--- config.mk ---
export PLATFORM = sky130hd
export DESIGN_NAME = ahb_master_arbiter
export DESIGN_NICKNAME = d
export VERILOG_FILES = /design/src/rtl/ahb_master_arbiter_pkg.sv /design/src/rtl/ahb_burst_tracker.sv /design/src/rtl/ahb_master_arbiter.sv
export SDC_FILE = /design/constraint.sdc
export NUM_CORES = 1
export LEC_CHECK = 0
export BUFFER_PORTS_ARGS = -buffer_cell sky130_fd_sc_hd__buf_2
export CAP_MARGIN = 30
export CORE_MARGIN = 2
export CORE_UTILIZATION = 49
export CTS_CLUSTER_DIAMETER = 30
export DETAILED_ROUTE_END_ITERATION = 6
export PLACE_DENSITY_LB_ADDON = 0.2
export RECOVER_POWER = 50
export SETUP_SLACK_MARGIN = 0.1
export SLEW_MARGIN = 20
export SYNTH_ARGS = -nofsm -noshare
export SYNTH_HDL_FRONTEND = slang
export SYNTH_SLANG_ARGS = --single-unit
--- constraint.sdc ---
create_clock -name HCLK -period 2.5 [get_ports HCLK]
set_input_delay 0.5 -clock HCLK [delete_from_list [all_inputs] [get_ports HCLK]]
set_output_delay 0.5 -clock HCLK [all_outputs]
set_load 0.02 [all_outputs]
--- src/rtl/ahb_master_arbiter_pkg.sv ---
// Shared AHB-Lite encodings for the two-master arbiter and its burst tracker.
package ahb_master_arbiter_pkg;

    localparam logic [1:0] HTRANS_IDLE   = 2'b00;
    localparam logic [1:0] HTRANS_BUSY   = 2'b01;
    localparam logic [1:0] HTRANS_NONSEQ = 2'b10;
    localparam logic [1:0] HTRANS_SEQ    = 2'b11;

    localparam logic [2:0] HBURST_SINGLE = 3'b000;
    localparam logic [2:0] HBURST_INCR   = 3'b001;
    localparam logic [2:0] HBURST_WRAP4  = 3'b010;
    localparam logic [2:0] HBURST_INCR4  = 3'b011;
    localparam logic [2:0] HBURST_WRAP8  = 3'b100;
    localparam logic [2:0] HBURST_INCR8  = 3'b101;
    localparam logic [2:0] HBURST_WRAP16 = 3'b110;
    localparam logic [2:0] HBURST_INCR16 = 3'b111;

    localparam int BEAT_W = 4;

    // Beats still owed after the NONSEQ of a burst; undefined-length INCR
    // and SINGLE owe nothing, so they never block arbitration by count.
    function automatic logic [BEAT_W-1:0] beats_after_first(input logic [2:0] hburst);
        case (hburst)
            HBURST_SINGLE, HBURST_INCR:   return 4'd0;
            HBURST_WRAP4, HBURST_INCR4:   return 4'd3;
            HBURST_WRAP8, HBURST_INCR8:   return 4'd7;
            HBURST_WRAP16, HBURST_INCR16: return 4'd15;
            default:                      return 4'd0;
        endcase
    endfunction

endpackage

--- src/rtl/ahb_burst_tracker.sv ---
// Tracks remaining fixed-length burst beats and the lock state of whichever
// master currently owns the address phase; exposes next-state values so the
// parent can decide handover in the same cycle.
module ahb_burst_tracker
    import ahb_master_arbiter_pkg::*;
(
    input  logic              clk,
    input  logic              rst,
    input  logic [1:0]        htrans,
    input  logic [2:0]        hburst,
    input  logic              hmastlock,
    input  logic              hready,
    output logic [BEAT_W-1:0] beats_left_next,
    output logic              locked_next
);

    logic [BEAT_W-1:0] beats_left;
    logic              locked;
    logic              accept;

    assign accept = hready & htrans[1];

    // Load the burst length on NONSEQ, count down on SEQ, floor at zero.
    always_comb begin
        beats_left_next = beats_left;
        if (accept) begin
            if (htrans == HTRANS_NONSEQ) begin
                beats_left_next = beats_after_first(hburst);
            end else if (htrans == HTRANS_SEQ && beats_left != '0) begin
                beats_left_next = beats_left - 4'd1;
            end
        end
    end

    // Lock is taken by an accepted locked transfer and dropped by any
    // completed cycle where the owner has released HMASTLOCK.
    always_comb begin
        locked_next = locked;
        if (hready) begin
            if (accept && hmastlock) begin
                locked_next = 1'b1;
            end else if (!hmastlock) begin
                locked_next = 1'b0;
            end
        end
    end

    // State register; stalled cycles reproduce the current value.
    always_ff @(posedge clk or posedge rst) begin
        if (rst) begin
            beats_left <= '0;
            locked     <= 1'b0;
        end else begin
            beats_left <= beats_left_next;
            locked     <= locked_next;
        end
    end

endmodule

--- src/rtl/ahb_master_arbiter.sv ---
// Two-master AHB-Lite arbiter (CPU = master 0, DMA = master 1): address-phase
// grant, data-phase select and per-master HREADY gating, with handover only
// at burst/lock boundaries on a completed cycle.
module ahb_master_arbiter
    import ahb_master_arbiter_pkg::*;
#(
    parameter logic DEFAULT_MASTER = 1'b0,
    parameter logic ROUND_ROBIN    = 1'b1
)
(
    input  logic       HCLK,
    input  logic       HRESET,
    input  logic [1:0] HTRANS_M0,
    input  logic [1:0] HTRANS_M1,
    input  logic [2:0] HBURST_M0,
    input  logic [2:0] HBURST_M1,
    input  logic       HMASTLOCK_M0,
    input  logic       HMASTLOCK_M1,
    input  logic       HREADY,
    output logic       grant_m0,
    output logic       grant_m1,
    output logic       data_sel,
    output logic       hready_m0,
    output logic       hready_m1
);

    logic              owner;
    logic              owner_next;
    logic              last_served;
    logic              last_served_next;
    logic [1:0]        own_htrans;
    logic [2:0]        own_hburst;
    logic              own_hmastlock;
    logic [BEAT_W-1:0] beats_left_next;
    logic              locked_next;
    logic              arb_point;
    logic              req_m0;
    logic              req_m1;

    assign own_htrans    = owner ? HTRANS_M1    : HTRANS_M0;
    assign own_hburst    = owner ? HBURST_M1    : HBURST_M0;
    assign own_hmastlock = owner ? HMASTLOCK_M1 : HMASTLOCK_M0;

    assign req_m0 = HTRANS_M0[1];
    assign req_m1 = HTRANS_M1[1];

    ahb_burst_tracker u_burst (
        .clk             (HCLK),
        .rst             (HRESET),
        .htrans          (own_htrans),
        .hburst          (own_hburst),
        .hmastlock       (own_hmastlock),
        .hready          (HREADY),
        .beats_left_next (beats_left_next),
        .locked_next     (locked_next)
    );

    // Round-robin must see this cycle's accepted NONSEQ, otherwise a
    // back-to-back SINGLE stream would hand the grant to the same master twice.
    assign last_served_next = (HREADY && own_htrans == HTRANS_NONSEQ) ? owner : last_served;

    assign arb_point = HREADY && (beats_left_next == '0) && !locked_next
                       && (own_htrans != HTRANS_BUSY);

    // Pick the next address-phase owner; park on the current owner when idle.
    always_comb begin
        owner_next = owner;
        if (arb_point) begin
            if (req_m0 && req_m1) begin
                owner_next = ROUND_ROBIN ? ~last_served_next : 1'b0;
            end else if (req_m0) begin
                owner_next = 1'b0;
            end else if (req_m1) begin
                owner_next = 1'b1;
            end
        end
    end

    // Owner, data-phase select and round-robin history.
    always_ff @(posedge HCLK or posedge HRESET) begin
        if (HRESET) begin
            owner       <= DEFAULT_MASTER;
            data_sel    <= DEFAULT_MASTER;
            last_served <= DEFAULT_MASTER;
        end else begin
            owner       <= owner_next;
            last_served <= last_served_next;
            if (HREADY && own_htrans != HTRANS_IDLE) begin
                data_sel <= owner;
            end
        end
    end

    assign grant_m0 = ~owner;
    assign grant_m1 = owner;

    // A master that owns neither phase but is requesting is held off so it
    // keeps its address on the bus until granted.
    assign hready_m0 = (grant_m0 || data_sel == 1'b0) ? HREADY : ~HTRANS_M0[1];
    assign hready_m1 = (grant_m1 || data_sel == 1'b1) ? HREADY : ~HTRANS_M1[1];

endmodule
==> run metrics <==
Core Rows 13; via count 725; Comb pwr share 0.567; worst hold path type input pin to async pin; ranking of synthesized cells by area dfrtp_1 29%, o21ai_0 6.6%, a21oi_1 4.4%; largest net degree at the start of global routing 13; max-cap check violation count 0; syn avg cell area 8.04 µm²; Switching Fraction 0.445; Worst setup SP type flop; Post-Route Utilization 0.632; Synth Area in Simple Gates 0.286; Compound-Gate Fraction of Synth Area 0.220; Pleak 0.372 nW; GRT Util Overall 0.208; Final #Nets 123; Synth Warn # 0; DRT antenna net count 0; Num CTS Buffers 3; max frequency 0.438 GHz; P_sw 0.337 mW; Die Height 41.3 µm; area leader, netlist dfrtp_1; WP buf/inv 1; clock latency on the worst-skew pair 0.24 ns; Die W 41.3 µm; CP arrival 2.40 ns; WL final 1640 µm; placed insts 117; terminus of the critical flop-to-flop path grant_m1$_DFFE_PP0P_; DRT iter0 DRCs 19; total grt overflow 0; crit path time final 2.28 ns; average routed wire per standard cell 13.7 µm; routability cong. 0.788; Post-Syn Area 683 µm²; DR vias/cell 6.04; die area 0.00171 mm²; top cell type's share of synthesized area 0.293; Overall Power 0.756 mW; Worst-Margin Slew 0.412 ns; Worst Skew 0.000815 ns; CP Data Required Time 2.61 ns; Final setup viols 0; CTS Root Cell clkbuf_4; total core area 0.00130 mm²; Worst slew margin 0.722; CP top delay family simple AND/OR/NAND/NOR gates; DRC Markers 0; Layout area overhead 20.3%; share of layout cells above drive strength 1 0.267; WS Path Type flop to flop; register-to-register setup slack 0.22 ns; postcts setup bufs 0; diode count 0; clock sinks 8; first-pass GRT wire length 2330 µm; max-slew violations 0; commonest non-fill, non-tap cell in the layout buf_2; post-synthesis mux area share 0.104; Synth Register Bits 8; Flop pwr share 0.316; TritonRoute pass-1 iters 4; Cell Pwr Density 919 mW/mm²; main combinational cell family by area after synthesis simple AND/OR/NAND/NOR gates; Worst R2R Path Depth 8; clock slew at reported path FFs 0.05 ns; RSZ-0062 raised after global routing false; # IOs 20; Clk pwr share 0.116; crit path capture type flop; number of global-route vias before repair 567; VDD IR-drop max 491 µV; Pint 0.419 mW; antenna violations before repair 0; Clock Path Buffers 2; Port Buffers 17; Detail Placement HPWL 1280 µm; H-tree levels 1; commonest non-fill, non-tap cells in the layout 17 x buf_2, 9 x o21ai_0, 8 x inv_1, 8 x nand2_1, 8 x dfrtp_1; Seq/Total Area, Yosys 0.293; Post-Route Setup TNS 0 ns; reg2reg start u_burst.beats_left[0]$_DFF_PP0_; critical path fanouts, max 4; initial core utilization 0.525; status completed; Finished Layout Cells 120; Syn Nets 101; post-synthesis cell type count 33; Adder-Cell Fraction of Synth Area 0.0183; xor-xnor portion of the synthesized cell area 0; worst hold slack 0.195 ns; CTS tree done; period utilisation layout 0.914; endpoints failing hold 0; Largest stage delay, worst path 0.40 ns; Syn Inst Count 85; crit path max-delay cell type dfrtp_1; cells along the critical path inv_1 -> ha_2 -> nor3b_4 -> and4bb_1 -> mux2i_1 -> a211o_1 -> nor4_2 -> mux2_1
-- synthesized netlist by cell type --
master and number:
o311ai_0 1, nand2b_1 2, inv_1 8, o31ai_1 1, nor4_2 1, mux2_1 1, dfrtp_1 8, a32o_1 1
o21ai_0 9, clkbuf_1 2, nand2_1 8, nand3_1 1, nand4_1 3, a21oi_1 6, a211o_1 1, mux2i_1 2
a31oi_1 2, mux2_4 1, mux2i_2 1, nor3_1 5, mux2_2 1, a311oi_1 1, ha_1 1, nand4b_1 2
or3b_1 1, a21o_1 1, and4bb_1 1, nand3b_1 2, buf_6 1, buf_2 1, o2111a_1 1, nor3b_1 2
nor2_1 6
-- per-stage QoR --
stage / area (µm²) / worst slack (ns)
finish: 822 / 0.216
global route: 822 / 0.109
global placement: 793 / 0.146
floorplan: 683 / 0.286
CTS: 816 / 0.128
detailed placement: 793 / 0.143
-- what timing repair did --
action / 4_1_cts / 5_1_grt
hold buffers: 0 / 0
hold endpoints to repair: 0 / 0
resized for setup: 0 / 3
endpoints found under the setup margin: 0 / 1
-- worst max path at each step --
stage	startpoint	end	cells past startpoint
global placement	HTRANS_M0[1]	grant_m1$_DFFE_PP0P_	7
global route	u_burst.beats_left[0]$_DFF_PP0_	grant_m1$_DFFE_PP0P_	8
floorplan	u_burst.beats_left[0]$_DFF_PP0_	grant_m1$_DFFE_PP0P_	8
detailed placement	u_burst.beats_left[0]$_DFF_PP0_	grant_m1$_DFFE_PP0P_	8
CTS	u_burst.beats_left[0]$_DFF_PP0_	grant_m1$_DFFE_PP0P_	8
finish	u_burst.beats_left[0]$_DFF_PP0_	grant_m1$_DFFE_PP0P_	8
-- metal layers --
metal  global-route usage  routed length (µm)  up-vias  share of wire
met1                0.269                 740      345           0.45
met4               0.0484                   0        0              0
met3               0.0160                  94        0          0.057
met5                    0                   0        -              0
met2                0.375                 807       26           0.49
li1                     -                   -      354              -
-- logic make-up after synthesis --
family / after synthesis
AND/OR/NAND/NOR: 34
AO/OA/AOI/OAI: 24
buffers and inverters: 12
flip-flops: 8
multiplexers: 6
adder cells (fa/ha/maj): 1
-- cell type report --
cell class                 instances  area [µm²]
fill                             128         479
clock buffer                       3        22.5
inverter                           8        30.0
sequential                         8         200
timing repair buffer              21         111
multi-input combinational         65         439
tap                               15        18.8
-- worst register-to-register path: cells and delay by family, from the launching register on --
| family | cells | cell delay, ns |
|---|---|---|
| muxes | 2 | 0.46 |
| buffers and inverters | 1 | 0.07 |
| and+or+nand+nor | 3 | 0.76 |
| AOI/OAI and AO/OA | 1 | 0.27 |
| DFF | 1 | 0.40 |
| adders and majority gates | 1 | 0.21 |
-- flip-flops by register name, indices dropped and copies added (netlist names) --
register	count
u_burst.locked	1
data_sel	1
grant_m1	1
last_served	1
u_burst.beats_left	4
-- power groups by stage --
stage	registers, mW	logic (mW)	clock network, mW
after floorplan	0.235	0.314	0
final	0.239	0.429	0.0878
after CTS	0.235	0.429	0.0917
after global routing	0.250	0.480	0.0963
after global placement	0.235	0.417	0
after detailed placement	0.237	0.428	0
Note: power is estimated with default switching activity, not from simulation.
